## src/rtl/ddc_cfg_pkg.sv

```systemverilog
// Shared definitions for the DDC configuration loader: target codes,
// loader state encoding, pass-flag bit positions and a target decoder.
package ddc_cfg_pkg;

    localparam logic [3:0] TGT_NCO       = 4'd0;
    localparam logic [3:0] TGT_NCOGAIN   = 4'd1;
    localparam logic [3:0] TGT_HB        = 4'd2;
    localparam logic [3:0] TGT_CIC       = 4'd3;
    localparam logic [3:0] TGT_DECIMGAIN = 4'd4;
    localparam logic [3:0] TGT_HBGAIN    = 4'd5;
    localparam logic [3:0] TGT_FIR       = 4'd6;
    localparam logic [3:0] TGT_FIRGAIN   = 4'd7;
    localparam logic [3:0] TGT_PASS      = 4'd8;

    typedef enum logic [2:0] {
        IDLE,
        LOAD,
        GAP,
        FLUSH,
        SYNC
    } cfg_state_e;

    localparam int PASS_NCO = 0;
    localparam int PASS_CIC = 1;
    localparam int PASS_HB  = 2;
    localparam int PASS_FIR = 3;

    // One-hot stage strobe for a target; pass-flag and invalid targets strobe nothing.
    function automatic logic [7:0] tgt_onehot(input logic [3:0] tgt);
        logic [7:0] oh;
        oh = '0;
        case (tgt)
            TGT_NCO:       oh[0] = 1'b1;
            TGT_NCOGAIN:   oh[1] = 1'b1;
            TGT_HB:        oh[2] = 1'b1;
            TGT_CIC:       oh[3] = 1'b1;
            TGT_DECIMGAIN: oh[4] = 1'b1;
            TGT_HBGAIN:    oh[5] = 1'b1;
            TGT_FIR:       oh[6] = 1'b1;
            TGT_FIRGAIN:   oh[7] = 1'b1;
            default:       oh    = '0;
        endcase
        return oh;
    endfunction

endpackage

```

## src/rtl/ddc_cfg_holdreg.sv

```systemverilog
// One-entry holding register for the word that arrives with a new target;
// it is parked here while the loader spends one idle cycle between bursts.
module ddc_cfg_holdreg #(
    parameter int COEBITWIDTH = 16
) (
    input  logic                   clk,
    input  logic                   load_i,
    input  logic [COEBITWIDTH-1:0] word_i,
    input  logic                   last_i,
    output logic [COEBITWIDTH-1:0] word_o,
    output logic                   last_o
);

    logic [COEBITWIDTH-1:0] word_q;
    logic                   last_q;

    // Capture the parked word and its end-of-session marker.
    always_ff @(posedge clk) begin
        if (load_i) begin
            word_q <= word_i;
            last_q <= last_i;
        end
    end

    assign word_o = word_q;
    assign last_o = last_q;

endmodule

```

## src/rtl/ddc_cfg_loader.sv

```systemverilog
// Host-side configuration master for the DDC chain. Replays host words as a
// per-stage indicator strobe plus shared param word, separates target bursts
// by one idle cycle, and closes each session with a config_sync pulse.
module ddc_cfg_loader
    import ddc_cfg_pkg::*;
#(
    parameter int COEBITWIDTH = 16,
    parameter int MAXWORDS    = 64,
    parameter int SYNC_GAP    = 2
) (
    input  logic                   clk,
    input  logic                   rst,
    input  logic                   cfg_valid,
    output logic                   cfg_ready,
    input  logic [3:0]             cfg_target,
    input  logic [COEBITWIDTH-1:0] cfg_data,
    input  logic                   cfg_last,
    input  logic                   err_clr,
    output logic [7:0]             stage_indicator,
    output logic [COEBITWIDTH-1:0] cfg_param,
    output logic                   config_sync,
    output logic [3:0]             pass_flags,
    output logic                   busy,
    output logic [1:0]             err
);

    localparam int              CNT_W   = $clog2(MAXWORDS + 1);
    localparam logic [CNT_W-1:0] CNT_MAX = CNT_W'(MAXWORDS);

    cfg_state_e             state_q;
    logic [3:0]             burst_tgt_q;
    logic [CNT_W-1:0]       word_cnt_q;
    logic [7:0]             flush_cnt_q;
    logic [7:0]             stage_indicator_q;
    logic [COEBITWIDTH-1:0] cfg_param_q;
    logic                   config_sync_q;
    logic [3:0]             pass_flags_q;
    logic                   busy_q;
    logic [1:0]             err_q;

    logic                   xfer;
    logic                   same_tgt;
    logic                   hold_load;
    logic [COEBITWIDTH-1:0] hold_word;
    logic                   hold_last;
    logic                   emit_v;
    logic [3:0]             emit_tgt;
    logic [COEBITWIDTH-1:0] emit_word;
    logic [CNT_W-1:0]       emit_base;
    logic                   drop_over;
    logic                   bad_tgt;
    logic                   keep;

    assign cfg_ready = (state_q == IDLE) || (state_q == LOAD);
    assign xfer      = cfg_valid && cfg_ready;
    assign same_tgt  = (cfg_target == burst_tgt_q);

    ddc_cfg_holdreg #(
        .COEBITWIDTH (COEBITWIDTH)
    ) u_holdreg (
        .clk    (clk),
        .load_i (hold_load),
        .word_i (cfg_data),
        .last_i (cfg_last),
        .word_o (hold_word),
        .last_o (hold_last)
    );

    // Decide which word (if any) is emitted next cycle and whether it is kept or dropped.
    always_comb begin
        emit_v    = 1'b0;
        emit_tgt  = cfg_target;
        emit_word = cfg_data;
        emit_base = '0;
        hold_load = 1'b0;
        case (state_q)
            IDLE: emit_v = xfer;
            LOAD: begin
                if (xfer) begin
                    if (same_tgt) begin
                        emit_v    = 1'b1;
                        emit_base = word_cnt_q;
                    end else begin
                        hold_load = 1'b1;
                    end
                end
            end
            GAP: begin
                emit_v    = 1'b1;
                emit_tgt  = burst_tgt_q;
                emit_word = hold_word;
            end
            default: emit_v = 1'b0;
        endcase
        drop_over = emit_v && (emit_base == CNT_MAX);
        bad_tgt   = emit_v && (emit_tgt > TGT_PASS);
        keep      = emit_v && !drop_over && !bad_tgt;
    end

    // Session FSM together with every registered output.
    always_ff @(posedge clk) begin
        if (rst) begin
            state_q           <= IDLE;
            burst_tgt_q       <= '0;
            word_cnt_q        <= '0;
            flush_cnt_q       <= '0;
            stage_indicator_q <= '0;
            cfg_param_q       <= '0;
            config_sync_q     <= 1'b0;
            pass_flags_q      <= '0;
            busy_q            <= 1'b0;
            err_q             <= '0;
        end else begin
            stage_indicator_q <= keep ? tgt_onehot(emit_tgt) : 8'd0;
            if (keep) begin
                cfg_param_q <= emit_word;
            end
            if (keep && (emit_tgt == TGT_PASS)) begin
                pass_flags_q[PASS_NCO] <= emit_word[PASS_NCO];
                pass_flags_q[PASS_CIC] <= emit_word[PASS_CIC];
                pass_flags_q[PASS_HB]  <= emit_word[PASS_HB];
                pass_flags_q[PASS_FIR] <= emit_word[PASS_FIR];
            end
            if (emit_v) begin
                word_cnt_q <= drop_over ? emit_base : emit_base + 1'b1;
            end
            // A new error in the same cycle as err_clr keeps its bit set.
            err_q         <= (err_q & ~{2{err_clr}}) | {drop_over, bad_tgt};
            config_sync_q <= 1'b0;
            case (state_q)
                IDLE: begin
                    if (xfer) begin
                        burst_tgt_q <= cfg_target;
                        flush_cnt_q <= '0;
                        busy_q      <= 1'b1;
                        state_q     <= cfg_last ? FLUSH : LOAD;
                    end
                end
                LOAD: begin
                    if (xfer) begin
                        if (!same_tgt) begin
                            burst_tgt_q <= cfg_target;
                            state_q     <= GAP;
                        end else if (cfg_last) begin
                            flush_cnt_q <= '0;
                            state_q     <= FLUSH;
                        end
                    end
                end
                GAP: begin
                    flush_cnt_q <= '0;
                    state_q     <= hold_last ? FLUSH : LOAD;
                end
                // First FLUSH cycle carries the final emit; SYNC_GAP quiet cycles follow.
                FLUSH: begin
                    if (flush_cnt_q == 8'(SYNC_GAP)) begin
                        config_sync_q <= 1'b1;
                        state_q       <= SYNC;
                    end else begin
                        flush_cnt_q <= flush_cnt_q + 8'd1;
                    end
                end
                SYNC: begin
                    busy_q  <= 1'b0;
                    state_q <= IDLE;
                end
                default: state_q <= IDLE;
            endcase
        end
    end

    assign stage_indicator = stage_indicator_q;
    assign cfg_param       = cfg_param_q;
    assign config_sync     = config_sync_q;
    assign pass_flags      = pass_flags_q;
    assign busy            = busy_q;
    assign err             = err_q;

endmodule

```

## config.mk

```make
export PLATFORM = sky130hd
export DESIGN_NAME = ddc_cfg_loader
export DESIGN_NICKNAME = d
export VERILOG_FILES = /design/src/rtl/ddc_cfg_pkg.sv /design/src/rtl/ddc_cfg_holdreg.sv /design/src/rtl/ddc_cfg_loader.sv
export SDC_FILE = /design/constraint.sdc
export NUM_CORES = 1
export LEC_CHECK = 0
export CORE_ASPECT_RATIO = 1.75
export CORE_MARGIN = 2
export CORE_UTILIZATION = 26
export DETAILED_ROUTE_END_ITERATION = 10
export GPL_TIMING_DRIVEN = 0
export HOLD_SLACK_MARGIN = 0.02
export PLACE_DENSITY_LB_ADDON = 0.15
export SYNTH_ARGS = -nofsm -noshare
export SYNTH_HDL_FRONTEND = slang
export SYNTH_SLANG_ARGS = --single-unit
```

## constraint.sdc

```tcl
create_clock -name clk -period 2.7 [get_ports clk]
set_input_delay 0.54 -clock clk [delete_from_list [all_inputs] [get_ports clk]]
set_output_delay 0.54 -clock clk [all_outputs]
set_load 0.1 [all_outputs]
```

* Word-level counts from Yosys, hierarchy flattened
Index checks and enable logic that the tools add are counted.
** Storage, ports and cells
- Output and inout port bits :: 33
- Bits in writable memories :: 0
- Latch bits :: 0
- Memories kept :: 0
- Register bits after elaboration :: 71
- Memory bits (read-only) :: 0
- Logic and storage cells :: 104
- Input port bits :: 25
** Operators by class
- Shift-type cells :: 0
- Equal/unequal tests :: 23
- Multiply operators :: 0
- Mux-type cells :: 41
- Divide/modulo/power cells :: 0
- Add/sub/neg operators :: 2
- $lt $le $gt $ge :: 1
- Reduce and logical (&&, ||, !) cells :: 20
- Bitwise gates (word level) :: 5
** Operators with widths (number)
- $mux W8 :: 5
- $pmux W8 S4 :: 1
- $mux W7 :: 4
- $eq A4 B3 Y1 const B :: 4
- $mux W16 :: 1
- $mux W4 :: 4
- $mux W1 :: 15
- $mux W3 :: 5
- $ne A2 B2 Y1 const B :: 7
- $pmux W3 S4 :: 1
- $add A8 B1 Y8 const B :: 1
- $eq A4 B2 Y1 const B :: 2
- $eq A8 B2 Y1 const B :: 1
- $pmux W4 S2 :: 1
- $reduce_and A4 Y1 :: 2
- $add A7 B1 Y7 const B :: 1
- $eq A7 B7 Y1 const B :: 1
- $eq A3 B2 Y1 const B :: 2
- $logic_and A1 B1 Y1 :: 6
- $reduce_and A6 Y1 :: 1
- $eq A4 B1 Y1 const B :: 1
- $eq A4 B4 Y1 :: 1
- $eq A4 B4 Y1 const B :: 1
- $gt A4 B4 Y1 const B :: 1
- 18 further kinds :: 23

* Depth between registers and ports, before layout
- Depth after elaboration :: 12
- Depth in mapped cells :: 12
- Mapped depth without buffers :: 9

* By module
Synthesis repeated with hierarchy kept, for this count alone.
** Second synthesis, totals
- Cells, all modules :: 328
- Area, all modules :: 3349.5 µm²
** By module, submodules not included
- ddc_cfg_loader :: times used 1, cells each 311, sequential area each 1081.0 µm², area each 2839.0 µm²
- ddc_cfg_holdreg :: times used 1, cells each 17, sequential area each 510.5 µm², area each 510.5 µm²

* Worst setup path after synthesis
Ideal clock, no wire load.
- Kind :: input to register
- Start point :: input port cfg_target[1]
- End point :: register cfg_param_q[0] (netlist: cfg_param[0])
- Path buffers :: 2
- Slack :: 27 ps
- Data arrival time :: 2552 ps
- Required time :: 2579 ps
- Stages on the path :: 11
- Library setup time :: 121 ps
- Cell sequence :: clkbuf_2 -> xnor2_2 -> and4_4 -> buf_6 -> and3_1 -> inv_1 -> ha_1 -> and4b_1 -> and2_4 -> nor3_4 -> mux2_4
** Between the ends
- Longest elaborated chain between the ends :: 9
- Elaborated cells between the ends (all ways) :: 16
- Classes of those cells :: order compare (1); eq/ne (2); mux (7); reduce/logical (6)
** RTL lines
- from (decl) :: RTL line ddc_cfg_loader.sv:15 : input logic [3:0] cfg_target,
- $eq A4 B4 Y1 :: RTL line ddc_cfg_loader.sv:56 : assign same_tgt = (cfg_target == burst_tgt_q);
- $mux W7 :: RTL line ddc_cfg_loader.sv:80 : if (same_tgt) begin
- $mux W7 :: RTL line ddc_cfg_loader.sv:79 : if (xfer) begin
- $mux W7 :: RTL line ddc_cfg_loader.sv:76 : case (state_q)
- $eq A7 B7 Y1 :: RTL line ddc_cfg_loader.sv:95 : drop_over = emit_v && (emit_base == CNT_MAX);
- $logic_and A1 B1 Y1 :: RTL line ddc_cfg_loader.sv:95
- $logic_not A1 Y1 :: RTL line ddc_cfg_loader.sv:97 : keep = emit_v && !drop_over && !bad_tgt;
- $logic_and A1 B1 Y1 :: RTL line ddc_cfg_loader.sv:97
- $logic_and A1 B1 Y1 (*) :: RTL line ddc_cfg_loader.sv:97
- to (signal assigned) :: RTL line ddc_cfg_loader.sv:116 : cfg_param_q <= emit_word;
- to (decl) :: RTL line ddc_cfg_loader.sv:35 : logic [COEBITWIDTH-1:0] cfg_param_q;
Mark *: on every way between the ends. The rest lies on a longest branch, timed or not.
A chain may end at the register's enable or synchronous reset.

* Worst setup path after layout
- Start point :: register burst_tgt_q[0]
- End point :: register cfg_param_q[0] (netlist: cfg_param[0])
** Between the ends
- Longest elaborated chain between the ends :: 9
- Elaborated cells between the ends (all ways) :: 16
- Classes of those cells :: order compare (1); eq/ne (2); mux (7); reduce/logical (6)
** RTL lines
- from (decl) :: RTL line ddc_cfg_loader.sv:31 : logic [3:0] burst_tgt_q;
- from (signal assigned) :: RTL line ddc_cfg_loader.sv:133 : burst_tgt_q <= cfg_target;
- from (signal assigned) :: RTL line ddc_cfg_loader.sv:142 : burst_tgt_q <= cfg_target;
- $eq A4 B4 Y1 :: RTL line ddc_cfg_loader.sv:56
- $mux W7 :: RTL line ddc_cfg_loader.sv:80
- $mux W7 :: RTL line ddc_cfg_loader.sv:79
- $mux W7 :: RTL line ddc_cfg_loader.sv:76
- $eq A7 B7 Y1 :: RTL line ddc_cfg_loader.sv:95
- $logic_and A1 B1 Y1 :: RTL line ddc_cfg_loader.sv:95
- $logic_not A1 Y1 :: RTL line ddc_cfg_loader.sv:97
- $logic_and A1 B1 Y1 :: RTL line ddc_cfg_loader.sv:97
- $logic_and A1 B1 Y1 (*) :: RTL line ddc_cfg_loader.sv:97
Marked as above.

==> flow_metrics.env <==
export IMPL_reg2reg_setup_slack_ns=0.15
export IMPL_fp_dieH_um=153
export IMPL_grt_first_pass_wirelength_um=13200
export IMPL_synthTopCellsByArea="dfxtp_1 33%, edfxtp_1 15%, mux2i_1 6.1%"
export IMPL_cap_violations=0
export IMPL_status="completed"
export IMPL_syn_area_um2=3300
export IMPL_finalSetupViolations=0
export IMPL_synth_area_leader_cell="dfxtp_1"
export IMPL_netlist_instances=321
export IMPL_grt_start_max_net_pins=17
export IMPL_ant_nets=0
export IMPL_fill_cells=1324
export IMPL_synth_ff_type="dfxtp_1"
export IMPL_wl_um=8430
export IMPL_first_iter_violations=104
export IMPL_worst_skew_pair_late_latency_ns=0.33
export IMPL_syn_num_nets=350
export IMPL_overflow=0
export IMPL_antenna_found_initial=0
export IMPL_finalHoldViolations=0
export IMPL_async_flop_share_pct=0
export IMPL_utilization_pct=36.0
export IMPL_syn_area_per_cell_um2=10.3
export IMPL_clock_path_buffers=2
export IMPL_routedWlPerCell_um=14.8
export IMPL_drive_gt1_share_pct=16.3
export IMPL_drcViolationCount=0
export IMPL_period_share_pct=94.3
export IMPL_io_buffer_count=55
export IMPL_die_w_um=89.2
export IMPL_powerDensity_nw_per_um2=741
export IMPL_slew_violations=0
export IMPL_grt_pass1_vias=2649
export IMPL_critPathLaunchType="flip-flop"
export IMPL_routed_via_density=4.74
export IMPL_leakage_uw=0.00160
export IMPL_crit_arrival_ns=2.76
export IMPL_cts_root_buf="clkbuf_16"
export IMPL_antenna_diode_count=0
export IMPL_area_delta_synth_final_pct=35.6
export IMPL_globalplace_congestion=0.831
export IMPL_critPathCaptureType="flip-flop"
export IMPL_hold_worst_slack_ns=0.466
export IMPL_layout_setup_ws_ns=0.155
export IMPL_cts_buffers=9
export IMPL_synth_top_cell_area_share_pct=32.7
export IMPL_ir_worst_vdd_uv=290
export IMPL_cts_tree="done"
export IMPL_cts_max_level=3
export IMPL_yosys_warnings=0
export IMPL_vias=2691
export IMPL_finalCriticalPeriod_ns=2.55
export IMPL_max_slew_margin_pct=33.5
export IMPL_fin_nets=424
export IMPL_yosysSeqAreaShare_pct=48.2
export IMPL_core_um2=12400
export IMPL_rows=54
export IMPL_totalNegativeSetupSlack_ns=0
export IMPL_dieArea_um2=13700
export IMPL_p_total_uw=3320
export IMPL_ys_types=53
export IMPL_initial_utilization_pct=26.6
export IMPL_cts_sinks=71
export IMPL_dp_final_hpwl_um=6250
export IMPL_worstPathMaxFanout=9
export IMPL_crit_required_ns=2.92
export IMPL_post_place_ws_ns=-0.992
export IMPL_grt_use_total_pct=12.7
export IMPL_ys_ff_latch=71
export IMPL_synth_edf_count=17
export IMPL_tightestPinTransition_ns=0.994
export IMPL_fin_skew_ns=0.00668
export IMPL_dr_pass1_iters=6
export IMPL_clock_fmax_ghz=0.393
export IMPL_critPathKind="reg -> reg"
export IMPL_clk_pin_slew_ns=0.06
export IMPL_pin_count=58
export IMPL_rsz0062_at_grt="no"
export IMPL_hold_class="reg -> reg"
sequential cells by signal, summed over array words and instances (netlist names), 3 cells and up:
signal	count
cfg_param	16
stage_indicator	8
flush_cnt_q	8
u_holdreg.word_o	16
state_q	3
word_cnt_q	7
pass_flags	4
burst_tgt_q	4
cell families (layout without fill, tap and decap cells):
| kind of cell | count (synthesis) | count (layout) | share of synthesized area, % |
|---|---|---|---|
| fa+ha+maj | 4 | 4 | 1.51 |
| flops | 71 | 71 | 48.2 |
| simple gates | 114 | 114 | 19.2 |
| mux | 30 | 30 | 10.0 |
| xor+xnor | 8 | 8 | 2.80 |
| buf+inv | 30 | 109 | 4.54 |
| compound gates | 64 | 64 | 13.7 |
worst paths after layout:
check | startpoint | to | depth (start not counted)
max | burst_tgt_q[0]$_SDFFE_PP0P_ | cfg_param[0]$_SDFFE_PP0P_ | 11
min | cfg_param[5]$_SDFFE_PP0P_ | cfg_param[5]$_SDFFE_PP0P_ | 1
max reg2reg | burst_tgt_q[0]$_SDFFE_PP0P_ | cfg_param[0]$_SDFFE_PP0P_ | 11
min reg2reg | cfg_param[5]$_SDFFE_PP0P_ | cfg_param[5]$_SDFFE_PP0P_ | 1
where the power goes:
group | total [uW] | leakage, uW | internal [uW] | switching (uW)
clock | 1240 | 0.000152 | 778 | 460
combinational | 876 | 0.000850 | 280 | 596
sequential | 1200 | 0.000596 | 1160 | 40.5
total | 3320 | 0.00160 | 2220 | 1100
through the flow:
| step | area (um2) | cells |
|---|---|---|
| 6_report | 4480 | 568 |
| 5_1_grt | 4480 | 568 |
| 4_1_cts | 4440 | 563 |
| 3_5_place_dp | 4080 | 545 |
| 3_3_place_gp | 4070 | 544 |
| 2_1_floorplan | 3300 | 321 |
critical path: stages, from the launching register on:
cell	delay [ns]
dfxtp_1	0.45
xnor2_2	0.18
and4_4	0.25
buf_6	0.14
and3_4	0.19
inv_1	0.04
ha_1	0.16
and4b_1	0.20
and2_4	0.17
nor3_4	0.21
buf_12	0.15
mux2_4	0.29
per-layer routing:
layer	track usage (%)	up-vias	part of all wire (%)	routed length, um
li1	-	1326	-	-
met1	13.9	1300	41	3480
met2	22.3	52	53	4450
met3	3.24	13	3.8	318
met4	5.54	0	2.1	180
met5	0	-	0	0
cells in the mapped netlist (all sizes together), types with 8 or more instances:
master	count
a41oi	13
mux2	10
nor2	35
mux2i	20
nand2	15
dfxtp	54
inv	11
o21a	12
edfxtp	17
nor3	9
a21oi	17
buf	11
nor2b	8
clkbuf	8
final cells by class:
| class | instances | area, um2 | share of cell area, % |
|---|---|---|---|
| timing repair buffer | 63 | 624 | 13.9 |
| sequential | 71 | 1590 | 35.5 |
| tap | 168 | 210 | 4.69 |
| inverter | 11 | 41.3 | 0.922 |
| clock inverter | 5 | 61.3 | 1.37 |
| multi-input combinational | 220 | 1590 | 35.4 |
| buffer | 19 | 111 | 2.49 |
| clock buffer | 11 | 254 | 5.67 |
cell usage in the layout, fill, tap and decap left out, drive strengths merged, types with 12 or more instances in the layout:
cell type       n
nand2          15
clkbuf         21
edfxtp         17
clkdlybuf4s50  51
dfxtp          54
nor2           35
inv            14
a21oi          17
mux2i          20
buf            19
o21a           12
a41oi          13
what timing repair did:
| item | in CTS | in global routing |
|---|---|---|
| hold buffers | 0 | 0 |
| pin swaps | 2 | 4 |
| buffers inserted | 2 | 5 |
| gates resized for setup | 9 | 7 |
| setup endpoints to repair | 35 | 28 |
No activity file was read; power rests on OpenSTA's default activity.
